[src/rtl/stack_controller.sv]
// stack_controller: push/pop sequencer for a counter-pointer stack.
// Drives the up/down pointer counter and a single-port synchronous RAM.
module stack_controller #(
  parameter int ADDR_WIDTH = 10,
  parameter int DATA_WIDTH = 8
) (
  input  logic                  Clk,
  input  logic                  ClrN,
  input  logic                  Push,
  input  logic                  Pop,
  input  logic [DATA_WIDTH-1:0] DataIn,
  output logic [DATA_WIDTH-1:0] DataOut,
  output logic                  DataValid,
  output logic                  Ready,
  output logic                  Full,
  output logic                  Empty,
  output logic                  Overflow,
  output logic                  Underflow,
  output logic                  Conflict,
  input  logic [ADDR_WIDTH:0]   SpIn,
  output logic                  CntEn,
  output logic                  CntD,
  output logic                  CntClrN,
  output logic [ADDR_WIDTH-1:0] RamAddr,
  output logic                  RamWe,
  output logic [DATA_WIDTH-1:0] RamWrData,
  input  logic [DATA_WIDTH-1:0] RamRdData
);

  localparam logic [2:0] S_IDLE  = 3'd0;
  localparam logic [2:0] S_WRITE = 3'd1;
  localparam logic [2:0] S_DEC   = 3'd2;
  localparam logic [2:0] S_READ  = 3'd3;
  localparam logic [2:0] S_WAIT  = 3'd4;

  localparam logic [ADDR_WIDTH:0] SP_FULL = {1'b1, {ADDR_WIDTH{1'b0}}};
  localparam logic [ADDR_WIDTH:0] SP_ZERO = '0;

  logic [2:0]            state_q, state_d;
  logic                  run_q;
  logic [DATA_WIDTH-1:0] word_q, word_d;
  logic [DATA_WIDTH-1:0] dout_q, dout_d;
  logic                  valid_q, valid_d;
  logic                  ovf_q, ovf_d;
  logic                  unf_q, unf_d;
  logic                  cfl_q, cfl_d;
  logic                  clrn_q;

  assign Full  = (SpIn == SP_FULL);
  assign Empty = (SpIn == SP_ZERO);
  assign Ready = run_q && (state_q == S_IDLE);

  always_comb begin
    state_d = state_q;
    word_d  = word_q;
    dout_d  = dout_q;
    valid_d = 1'b0;
    ovf_d   = 1'b0;
    unf_d   = 1'b0;
    cfl_d   = 1'b0;
    case (state_q)
      S_IDLE: begin
        if (Ready) begin
          priority case (1'b1)
            Push && Pop:  cfl_d = 1'b1;
            Push && Full: ovf_d = 1'b1;
            Push: begin
              word_d  = DataIn;
              state_d = S_WRITE;
            end
            Pop && Empty: unf_d = 1'b1;
            Pop:          state_d = S_DEC;
            default: ;
          endcase
        end
      end
      S_WRITE: state_d = S_IDLE;
      S_DEC:   state_d = S_READ;
      S_READ:  state_d = S_WAIT;
      S_WAIT: begin
        dout_d  = RamRdData;
        valid_d = 1'b1;
        state_d = S_IDLE;
      end
      default: state_d = S_IDLE;
    endcase
  end

  // address always follows the pointer; only WRITE and READ make it matter
  assign RamAddr   = SpIn[ADDR_WIDTH-1:0];
  assign RamWe     = (state_q == S_WRITE);
  assign RamWrData = word_q;
  assign CntEn     = (state_q == S_WRITE) || (state_q == S_DEC);
  assign CntD      = (state_q == S_DEC);
  assign CntClrN   = clrn_q;
  assign DataOut   = dout_q;
  assign DataValid = valid_q;
  assign Overflow  = ovf_q;
  assign Underflow = unf_q;
  assign Conflict  = cfl_q;

  always_ff @(posedge Clk) begin
    clrn_q <= ClrN;
    if (!ClrN) begin
      state_q <= S_IDLE;
      run_q   <= 1'b0;
      word_q  <= '0;
      dout_q  <= '0;
      valid_q <= 1'b0;
      ovf_q   <= 1'b0;
      unf_q   <= 1'b0;
      cfl_q   <= 1'b0;
    end else begin
      state_q <= state_d;
      run_q   <= 1'b1;
      word_q  <= word_d;
      dout_q  <= dout_d;
      valid_q <= valid_d;
      ovf_q   <= ovf_d;
      unf_q   <= unf_d;
      cfl_q   <= cfl_d;
    end
  end

endmodule

[config.mk]
export PLATFORM = sky130hd
export DESIGN_NAME = stack_controller
export DESIGN_NICKNAME = d
export VERILOG_FILES = /design/src/rtl/stack_controller.sv
export SDC_FILE = /design/constraint.sdc
export NUM_CORES = 1
export LEC_CHECK = 0
export ABC_AREA = 1
export CAP_MARGIN = 10
export CORE_ASPECT_RATIO = 1.2
export CORE_MARGIN = 4
export CORE_UTILIZATION = 36
export DETAILED_ROUTE_END_ITERATION = 16
export MAX_ROUTING_LAYER = met4
export PLACE_DENSITY_LB_ADDON = 0.2
export SETUP_SLACK_MARGIN = 0.3
export SLEW_MARGIN = 10
export SYNTH_ARGS = -nofsm -noshare
export SYNTH_HDL_FRONTEND = slang
export SYNTH_SLANG_ARGS = --single-unit
[constraint.sdc]
create_clock -name Clk -period 1.6 [get_ports Clk]
set_input_delay 0.24 -clock Clk [delete_from_list [all_inputs] [get_ports Clk]]
set_output_delay 0.24 -clock Clk [all_outputs]
set_load 0.01 [all_outputs]
## Word-level counts from Yosys, hierarchy flattened

Cells that the tools add are included.
Widths: inputs -> output; s select.

| word-level totals | value |
|---|---|
| flip-flop bits (word level) | 25 |
| latch bits | 0 |
| bits in writable memories | 0 |
| memory bits (read-only) | 0 |
| input bits | 31 |
| output and inout bits | 37 |
| word-level logic and storage cells | 48 |
| memories kept | 0 |

| cells by class | value |
|---|---|
| $add $sub $neg | 0 |
| $mul | 0 |
| divide/modulo/power cells | 0 |
| order comparisons | 0 |
| equal/unequal tests | 10 |
| shifts and indexed selects | 0 |
| muxes and demuxes | 12 |
| bitwise logic cells | 5 |
| reductions and logical operators | 12 |

Operator list:

| kind | count |
|---|---|
| $mux 3 | 6 |
| $eq 11x11->1 const B | 1 |
| $logic_not 11->1 | 1 |
| $reduce_and 5->1 | 2 |
| $pmux 3 s3 | 1 |
| $eq 3x2->1 const B | 2 |
| $ne 2x2->1 const B | 3 |
| $ne 3x3->1 const B | 2 |
| $reduce_or 6->1 | 1 |
| $mux 1 | 5 |
| $not 1->1 | 5 |
| $logic_and 1x1->1 | 4 |
| $reduce_or 4->1 | 1 |
| $eq 3x1->1 const B | 1 |
| $eq 3x3->1 const B | 1 |
| $logic_not 3->1 | 1 |
| $reduce_and 3->1 | 1 |
| $logic_or 1x1->1 | 1 |

## Logic depth before layout (Yosys ltp)

| depth | value |
|---|---|
| depth in word-level cells | 8 |
| depth in mapped cells | 9 |

## Worst setup path after synthesis

No wires, ideal clock.

| timing | value |
|---|---|
| path kind | register to output |
| start | reg state_q[1] |
| end | out CntEn |
| data arrival time | 0.977 ns |
| setup slack | 0.383 ns |
| stages on the path, launching flop included | 4 |
| cell sequence | dfxtp_1 -> inv_1 -> nor3_1 -> or2_2 |

| between the ends | value |
|---|---|
| cells in the longest elaborated chain, start to end | 2 |
| elaborated cells between the ends (all ways) | 3 |
| those cells by class | eq/ne: 2; reduce/logical: 1 |

Ends and longest elaborated chain:

| item | line | text |
|---|---|---|
| start: declaration | 39 | `logic [2:0] state_q, state_d;` |
| start signal: assignment | 114 | `state_q <= state_d;` |
| $eq 3x2->1 | - |  |
| named net CntD | 22 | `output logic CntD,` |
| $logic_or 1x1->1 | 93 | `assign CntEn = (state_q == S_WRITE) \|\| (state_q == S_DEC);` |
| end: declaration | 21 | `output logic CntEn,` |

The timed path passes the listed nets, and every way through them passes these cells.

## Worst setup path in the final report

| timing | value |
|---|---|
| start | reg state_q[1] |
| end | out CntEn |

| between the ends | value |
|---|---|
| cells in the longest elaborated chain, start to end | 2 |
| elaborated cells between the ends (all ways) | 3 |
| those cells by class | eq/ne: 2; reduce/logical: 1 |

Ends and longest elaborated chain:

| item | line |
|---|---|
| $eq 3x1->1 or $eq 3x2->1 (tied branches) | 93 |
| $logic_or 1x1->1 * | 93 |

Every way passes the cells marked *; elsewhere a longest branch is shown, timed or not.

==> flow_summary.ini <==
[cts]
htreeDepth = 1
clock_path_buffers = 2
cts_root_buf = clkbuf_4
clock_latency_ns = 0.31
cts_sinks = 24
cts_tree = done
cts_buffers = 3
hold_buffers = 0
clkSlewWorstSetupHoldPaths_ns = 0.14

[power_and_ir_drop]
p_total_mw = 1.30
powerDensity_nw_per_um2 = 673
peakVddDrop_mv = 0.632
power.leakage_nw = 0.931

[yosys]
seq_area_frac_synth_pct = 43.3
yosysTopAreaCellShare_pct = 43.3
synth_seq_cells = 24
ys_top_cells_by_area = dfxtp_1 (43%), nor2_1 (13%), nand2_1 (9.5%)
synth_fp_nets = 184
avgSynthCellArea_um2 = 7.25
synth_cells = 153
syn_area_um2 = 1110
yosysWarnings = 0
synth_cell_types = 19
synth_top_area_cell = dfxtp_1

[placement]
dp_hpwl_um = 2320
io_buffers = 67
gp_congestion = 0.813
place_area_um2 = 1780
preCtsSetupSlack_ns = -0.523

[setup_path]
path_class = flip-flop to primary output
critPathLaunchType = flip-flop
end_kind = primary output
cpPeakStageDelay_ns = 0.41
cp.arrival_ns = 1.19
worstPathCellList = inv_4, nand2_2, nor2_2, or2_4, buf_6
cp_slowest_cell = dfxtp_4
cp_max_fo = 3
crit_required_ns = 1.36

[global_route]
grt_pass1_vias = 1136
use_met1_pct = 17.1
grt_pass1_wl_um = 5160
top_usage_layer = met2
overflow = 0
use_met2_pct = 32.4
grtUsageTotal_pct = 17.1
gr-usage-met3_pct = 4.10
grt_max_degree = 14
grt_antenna_before_repair = 0

[route]
routed_wirelength_um = 3140
drt_iter0_drc = 21
drc = 0
antenna_left = 0
vias = 1164
drt-pass1-iter-count = 4
via_per_inst = 4.51
wl_per_cell_um = 12.2

[cells_and_area]
syn2layout_area_growth_pct = 74.6
layout_commonest_cell = nor2_1
fillerInstances = 256
layout-drive-gt1-share_pct = 29.0
antenna_cells = 0
final_cell_mix = nor2_1 (33), clkdlybuf4s50_1 (28), dlygate4sd2_1 (24)
layout.area.seq_um2 = 492
final_area_um2 = 1940
multi_input_area_um2 = 567
fin_nets = 256

[timing]
rsz0062_at_grt = true
finalHoldViolCount = 0
skew_ns = 0.00973
worst_slew_pin_slew_ns = 0.376
finalSetupViolCount = 0
fin_crit_ns = 1.43
slew_violations = 0
fin_ws_ns = 0.168
slew_headroom_pct = 74.9
period_share_pct = 89.5
holdWs_ns = 0.374
fmax_mhz = 698

[die]
dieWidth_um = 58.7
dieArea_um2 = 4030
num_rows = 21
initial_core_util_pct = 38.7
die_y_um = 68.8
coreArea_um2 = 2860
ios = 68

[min_path]
worstHoldPathType = input port to flip-flop

[outcome]
status = completed

[flow_run]
drv_cap = 0
## state kept, by name, summed over array words and instances, names as in the netlist
name and flops:
RamWrData 8, DataOut 8, Underflow 1, DataValid 1, state_q 3, Overflow 1
CntClrN 1, Conflict 1
## critical path, delay by kind of cell (launching register included)
| family | cells | cell delay (ns) |
|---|---|---|
| flops | 1 | 0.41 |
| simple gates | 3 | 0.31 |
| buf+inv | 2 | 0.17 |
## per-stage QoR
step | setup TNS (ns) | instances | util [%]
floorplan | 0 | 153 | -
global placement | -1.46 | 249 | 62.0
detailed placement | -2.12 | 249 | 62.0
CTS | 0 | 254 | 64.2
global route | 0 | 258 | 67.6
finish | 0 | 258 | 67.6
## final timing paths
check                     startpoint                   endpoint  slack [ns]  cells after the start
max          state_q[1]$_SDFFE_PN0P_                      CntEn        0.17                      5
min reg2reg  DataOut[2]$_SDFFE_PN0P_    DataOut[2]$_SDFFE_PN0P_        0.49                      2
max reg2reg  state_q[0]$_SDFFE_PN0P_  RamWrData[4]$_SDFFE_PN0P_        0.22                      8
min                         SpIn[10]       Underflow$_SDFF_PP0_        0.37                      5
## routing by layer
metal  share of wire (%)  up-vias
met2                  54       45
met3                 8.9        2
met5                   0        -
li1                    -      598
met1                  37      519
met4                0.67        0
## area by class of cell
cell class / count / share of cell area [%]
flip-flops and latches: 24 / 25.4
inverters: 18 / 3.62
multi-input cells: 99 / 29.3
clock buffers: 4 / 1.87
repair buffers: 79 / 37.6
well taps: 34 / 2.20
## repair_timing
item / 4_1_cts / 5_1_grt
setup buffers: 0 / 4
endpoints found under the hold margin: 0 / 0
pin swaps: 12 / 19
endpoints found under the setup margin: 45 / 15
cloned: 1 / 0
resized for setup: 82 / 28
## logic make-up (layout without fill, tap and decap cells)
group,Yosys count,count (layout),synth area share [%]
and+or+nand+nor,85,86,35.1
buffers and inverters,31,101,15.7
AOI/OAI and AO/OA,13,13,5.87
DFF,24,24,43.3
## cell usage after synthesis
| library cell | number |
|---|---|
| nor2_1 | 38 |
| nand2_1 | 28 |
| dfxtp_1 | 24 |
| inv_1 | 18 |
| buf_4 | 11 |
| o21ai_0 | 10 |
| nor2_2 | 7 |
| a21oi_1 | 3 |
| nor3_1 | 3 |
| nor2_4 | 2 |
| buf_1 | 1 |
| buf_12 | 1 |
| nand2_2 | 1 |
| nand3_1 | 1 |
| nand3_2 | 1 |
| nand3_4 | 1 |
| nor4_1 | 1 |
| or2_2 | 1 |
| or2_4 | 1 |
## power breakdown
group / internal [mW] / leakage (nW) / switching (mW)
Clock: 0.139 / 0.0210 / 0.180
Sequential: 0.619 / 0.197 / 0.0171
Combinational: 0.188 / 0.713 / 0.159
Total: 0.946 / 0.931 / 0.356
Note: power is estimated with default switching activity, not from simulation.
